`src/rtl/alu_result_stage.sv`:
```
// Writeback stage behind the 16-bit ALU adder: buffers sum+flags in a small FIFO
// and tracks the committed processor status word, sticky overflow and commit count.
module alu_result_stage #(
    parameter int DATA_W = 16,
    parameter int DEPTH  = 2,
    parameter int CNT_W  = 16
) (
    input  logic              clk,
    input  logic              rst,
    input  logic              in_valid,
    output logic              in_ready,
    input  logic [DATA_W-1:0] in_z,
    input  logic              in_sign,
    input  logic              in_zero,
    input  logic              in_carry,
    input  logic              in_parity,
    input  logic              in_overflow,
    output logic              out_valid,
    input  logic              out_ready,
    output logic [DATA_W-1:0] out_z,
    output logic [4:0]        out_flags,
    output logic [4:0]        psw,
    output logic              sticky_ovf,
    input  logic              clr_sticky,
    output logic [CNT_W-1:0]  commit_cnt
);

    localparam int PTR_W = $clog2(DEPTH);
    localparam int OCC_W = $clog2(DEPTH + 1);
    localparam logic [OCC_W-1:0] FULL_OCC = OCC_W'(DEPTH);

    logic [DATA_W-1:0] z_mem    [DEPTH];
    logic [4:0]        flag_mem [DEPTH];
    logic [PTR_W-1:0]  wr_ptr;
    logic [PTR_W-1:0]  rd_ptr;
    logic [OCC_W-1:0]  occ;
    logic              push;
    logic              pop;

    // Both handshake qualifiers come purely from the registered occupancy.
    assign in_ready  = (occ != FULL_OCC);
    assign out_valid = (occ != '0);
    assign push      = in_valid & in_ready;
    assign pop       = out_valid & out_ready;

    assign out_z     = z_mem[rd_ptr];
    assign out_flags = flag_mem[rd_ptr];

    always_ff @(posedge clk) begin
        if (push) begin
            z_mem[wr_ptr]    <= in_z;
            flag_mem[wr_ptr] <= {in_overflow, in_parity, in_carry, in_zero, in_sign};
        end
    end

    // DEPTH is a power of two, so pointers wrap naturally at PTR_W bits.
    always_ff @(posedge clk or posedge rst) begin
        if (rst) begin
            wr_ptr <= '0;
            rd_ptr <= '0;
            occ    <= '0;
        end else begin
            if (push) begin
                wr_ptr <= wr_ptr + PTR_W'(1);
            end
            if (pop) begin
                rd_ptr <= rd_ptr + PTR_W'(1);
            end
            case ({push, pop})
                2'b10:   occ <= occ + OCC_W'(1);
                2'b01:   occ <= occ - OCC_W'(1);
                default: occ <= occ;
            endcase
        end
    end

    // Commit side effects; a committed overflow takes priority over a clear request.
    always_ff @(posedge clk or posedge rst) begin
        if (rst) begin
            psw        <= '0;
            sticky_ovf <= 1'b0;
            commit_cnt <= '0;
        end else begin
            if (pop) begin
                psw <= out_flags;
                if (commit_cnt != '1) begin
                    commit_cnt <= commit_cnt + CNT_W'(1);
                end
            end
            if (pop && out_flags[4]) begin
                sticky_ovf <= 1'b1;
            end else if (clr_sticky) begin
                sticky_ovf <= 1'b0;
            end
        end
    end

endmodule

```
`config.mk`:
```
export PLATFORM = sky130hd
export DESIGN_NAME = alu_result_stage
export DESIGN_NICKNAME = d
export VERILOG_FILES = /design/src/rtl/alu_result_stage.sv
export SDC_FILE = /design/constraint.sdc
export NUM_CORES = 1
export LEC_CHECK = 0
export CORE_MARGIN = 4
export CORE_UTILIZATION = 30
export CTS_BUF_LIST = sky130_fd_sc_hd__clkbuf_8
export DETAILED_ROUTE_END_ITERATION = 16
export GPL_TIMING_DRIVEN = 0
export SYNTH_ARGS = -nofsm -noshare
export SYNTH_HDL_FRONTEND = slang
export SYNTH_SLANG_ARGS = --single-unit
```
`constraint.sdc`:
```
create_clock -name clk -period 4.8 [get_ports clk]
set_input_delay 0.72 -clock clk [delete_from_list [all_inputs] [get_ports clk]]
set_output_delay 0.72 -clock clk [all_outputs]
set_load 0.02 [all_outputs]
```
==> metrics.md, run 1 <==
| Metric | Value |
|---|---|
| Status | completed |
| Internal power | 0.00144 W |
| Cell taking the most area after synthesis | edfxtp_1 |
| Sw power | between 0.0007 and 0.0008 W |
| Clock Power Share | 0.202 |
| Avg WL per Cell | 15.0 um |
| Initial Util | 0.310 |
| Minimum clock period | 2.90 ns |
| Final setup fails | 0 |
| PwrDens | 580 nW/um2 |
| CTS HTree Levels | 3 |
| Multiplexer share of the synthesized area | 0.0959 |
| Area growth syn-to-layout | 38.8% |
| Register area share after synthesis | 0.708 |
| Root Driver | clkbuf_8 |
| Largest stage delay on the critical path | 0.54 ns |
| Leakage | between 1 and 1.5 nW |
| Largest net degree at the start of global routing | 27 |
| Die width | 103 um |
| Slew HR | 0.334 |
| Post-Syn Area | 2700 um2 |
| Layout cells sized above 1 | 0.170 |
| Area contributors post-synth | edfxtp_1 47%, dfrtp_1 24%, mux2_2 9.6% |
| Xor/xnor share of the synthesized area | 0.0584 |
| Fin Setup TNS | 0 ns |
| Post-CTS resize count | 0 |
| Yosys cell types | 24 |
| Mean post-synth cell area | 15.3 um2 |
| Max cap viols | 0 |
| Number of synthesized flops with an enable pin | between 40 and 50 |
| Register bit total from synthesis | 68 |
| Synth Warn # | 0 |
| CTS tree | yes |
| DPL Wire Length | between 4000 and 5000 um |
| CTS Buf Count | 9 |
| Final nets | 287 |
| Worst-Skew Late Latency | 0.33 ns |
| CP Data Required Time | 4.08 ns |
| Final Cycle Share | 0.603 |
| CP Data Arrival Time | 2.18 ns |
| Critical path class | register to output port |
| Final core occ | 0.430 |
| Startpoint Class | register |
| RSZ-0062 raised after global routing | no |
| DIE AREA | 10600 um2 |
| Max Slew Vio Count | 0 |
| Critical-path top delay cell | clkdlybuf4s50_1 |
| Area share of fa/ha/maj cells after synthesis | 0.00926 |
| Syn Inst Count | 177 |
| Synth top area share | 0.467 |
| Count leader, synth | edfxtp_1 |
| Worst Clk Skew | 0.00957 ns |
| Initial antenna violation count | 0 |
| Main combinational cell family by area after synthesis | simple AND/OR/NAND/NOR gates |
| Die H | 103 um |
| Synth Area in Compound Gates | 0.0181 |
| ANT nets after route | 0 |
| Post-Syn Nets | 205 |
| Fmax | between 300 and 400 MHz |
| CP Max Fanout | 10 |
| Vias post-DR | 1661 |
| FP Rows | 34 |
| Number of top-level pins | 71 |
| Detailed-route vias per instance | 4.47 |
| Combinational power share | 0.394 |
| Port Buffers | 70 |
| Critical path capture point type | output port |
| Top cells by count, synth | 42 x edfxtp_1, 28 x nand2_1, 26 x dfrtp_1 |
| CTS sink count | 68 |
| Ys async rst share | 0.382 |
| Cts-stage hold buffer count | 0 |
| First-pass GRT wire length | 8910 um |
| Switch share | 0.337 |
| Core area | approximately 8700 um2 |
| DRT iter0 DRCs | 40 |
| Grt ovf | 0 |
| Worst-Margin Slew | 0.997 ns |
| Clk pin slew, worst setup/hold paths | 0.06 ns |
| Simple-Gate Fraction of Synth Area | 0.102 |
| Total Wirelength | 5570 um |
| Ys flop type | edfxtp_1 |
| Part of the power in registers | 0.404 |
| Setup Fix Bufs, Post-CTS | 0 |
| CTS max path bufs | 2 |
| CP cell instances | buf_1 > mux2_2 > clkdlybuf4s50_1 |
| # DRC | 0 |
| Ant. Diodes | 0 |
| Hold crit path type | register to register |
| GRT Total Usage | 0.112 |
| Final hold vios | 0 |
| Via count of the first global-routing pass | about 1.8k |
| Peak supply drop | 0.000337 V |
| RePlAce Congestion | 0.769 |
| First-pass DRT Iterations | 4 |
## critical path, delay by kind of cell, from the launching register on
family | cells | cell delay [ns]
buffers and inverters | 2 | 1.03
multiplexers | 1 | 0.42
flip-flops | 1 | 0.39
## placed cells by master (no fill, tap or decap), types with 3 or more instances in the layout
cell type | Yosys | layout
xnor2_1 | 8 | 8
nand3_1 | 3 | 3
nor3_1 | 6 | 6
edfxtp_1 | 42 | 42
clkdlybuf4s50_1 | 0 | 70
mux2_2 | 23 | 23
nand4_1 | 5 | 5
xor2_1 | 10 | 10
nand2_1 | 28 | 28
dfrtp_1 | 26 | 26
and3_1 | 3 | 3
clkbuf_8 | 0 | 9
inv_1 | 2 | 3
nor2_1 | 4 | 3
## power by group through the flow
stage	logic, W	clock network (W)	registers, W
final	0.000857	0.000439	0.000878
after global routing	0.000928	0.000481	0.000900
after CTS	0.000880	0.000456	0.000883
after detailed placement	0.000877	0	0.000894
after global placement	0.000853	0	0.000889
after floorplan	0.000426	0	0.000931
## logic make-up after synthesis
family | after synthesis
xor gates and xnor gates | 18
muxes | 23
adders and majority gates | 2
AOI/OAI and AO/OA | 4
DFF | 68
and+or+nand+nor | 57
buffers and inverters | 5
## cell type report
type                            count  area, um2
Clock buffer                        9        124
Tap cell                          108        135
Clock inverter                      7       58.8
Multi-Input combinational cell    104        768
Sequential cell                    68       1910
Fill cell                         813       4970
Buffer                              2       7.51
Timing Repair Buffer               71        728
Inverter                            3       16.3
## flip-flops by register name, summed over array words and instances (netlist names)
register    count
z_mem          32
commit_cnt     16
flag_mem       10
psw             5
occ             2
rd_ptr          1
sticky_ovf      1
wr_ptr          1
## routing by layer
layer  vias up  global-route usage  part of all wire
li1        807                   -                 -
met5         -                   0                 0
met1       812               0.140              0.44
met2        31               0.184              0.51
met4         0              0.0598             0.021
met3        11              0.0223             0.032
## through the flow
step | instances | hold WS, ns | setup slack, ns | instance area [um2] | power, W
after global placement | 355 | 0.460 | 1.61 | 3540 | 0.00174
after CTS | 372 | 0.483 | 1.81 | 3750 | 0.00222
final | 372 | 0.479 | 1.90 | 3750 | 0.00217
after detailed placement | 356 | 0.467 | 2.18 | 3570 | 0.00177
after global routing | 372 | 0.525 | 1.71 | 3750 | 0.00231
after floorplan | 177 | 0.456 | 2.68 | 2700 | 0.00136
## worst paths after layout
path / start / to / slack (ns) / cells after the start
max: rd_ptr$_DFFE_PP0P_ / out_flags[0] / 1.90 / 3
min: psw[0]$_DFFE_PP0P_ / psw[0]$_DFFE_PP0P_ / 0.48 / 2
max reg2reg: commit_cnt[0]$_DFFE_PP0P_ / commit_cnt[13]$_DFFE_PP0P_ / 2.77 / 5
min reg2reg: psw[0]$_DFFE_PP0P_ / psw[0]$_DFFE_PP0P_ / 0.48 / 2
max in group asynchronous: rst / rd_ptr$_DFFE_PP0P_ / 3.26 / 2
min in group asynchronous: rst / psw[3]$_DFFE_PP0P_ / 0.92 / 2
Note: power is estimated with default switching activity, not from simulation.
==> run 2, diff against run 1 <==
==> constraint.sdc (replaced) <==
create_clock -name clk -period 2.8 [get_ports clk]
set_input_delay 0.42 -clock clk [delete_from_list [all_inputs] [get_ports clk]]
set_output_delay 0.42 -clock clk [all_outputs]
set_load 0.02 [all_outputs]
==> results of run 2 <==
Same layout as run 1 (identical final DEF). Status: completed.
Main changes from that run: setup slack after placement 2.18 ns -> 0.478 ns; setup slack after layout 1.90 ns -> 0.204 ns; register-to-register setup slack 2.77 ns -> 0.77 ns; total power 0.00217 W -> 0.00373 W; worst IR drop on VDD 0.000337 V -> 0.000577 V
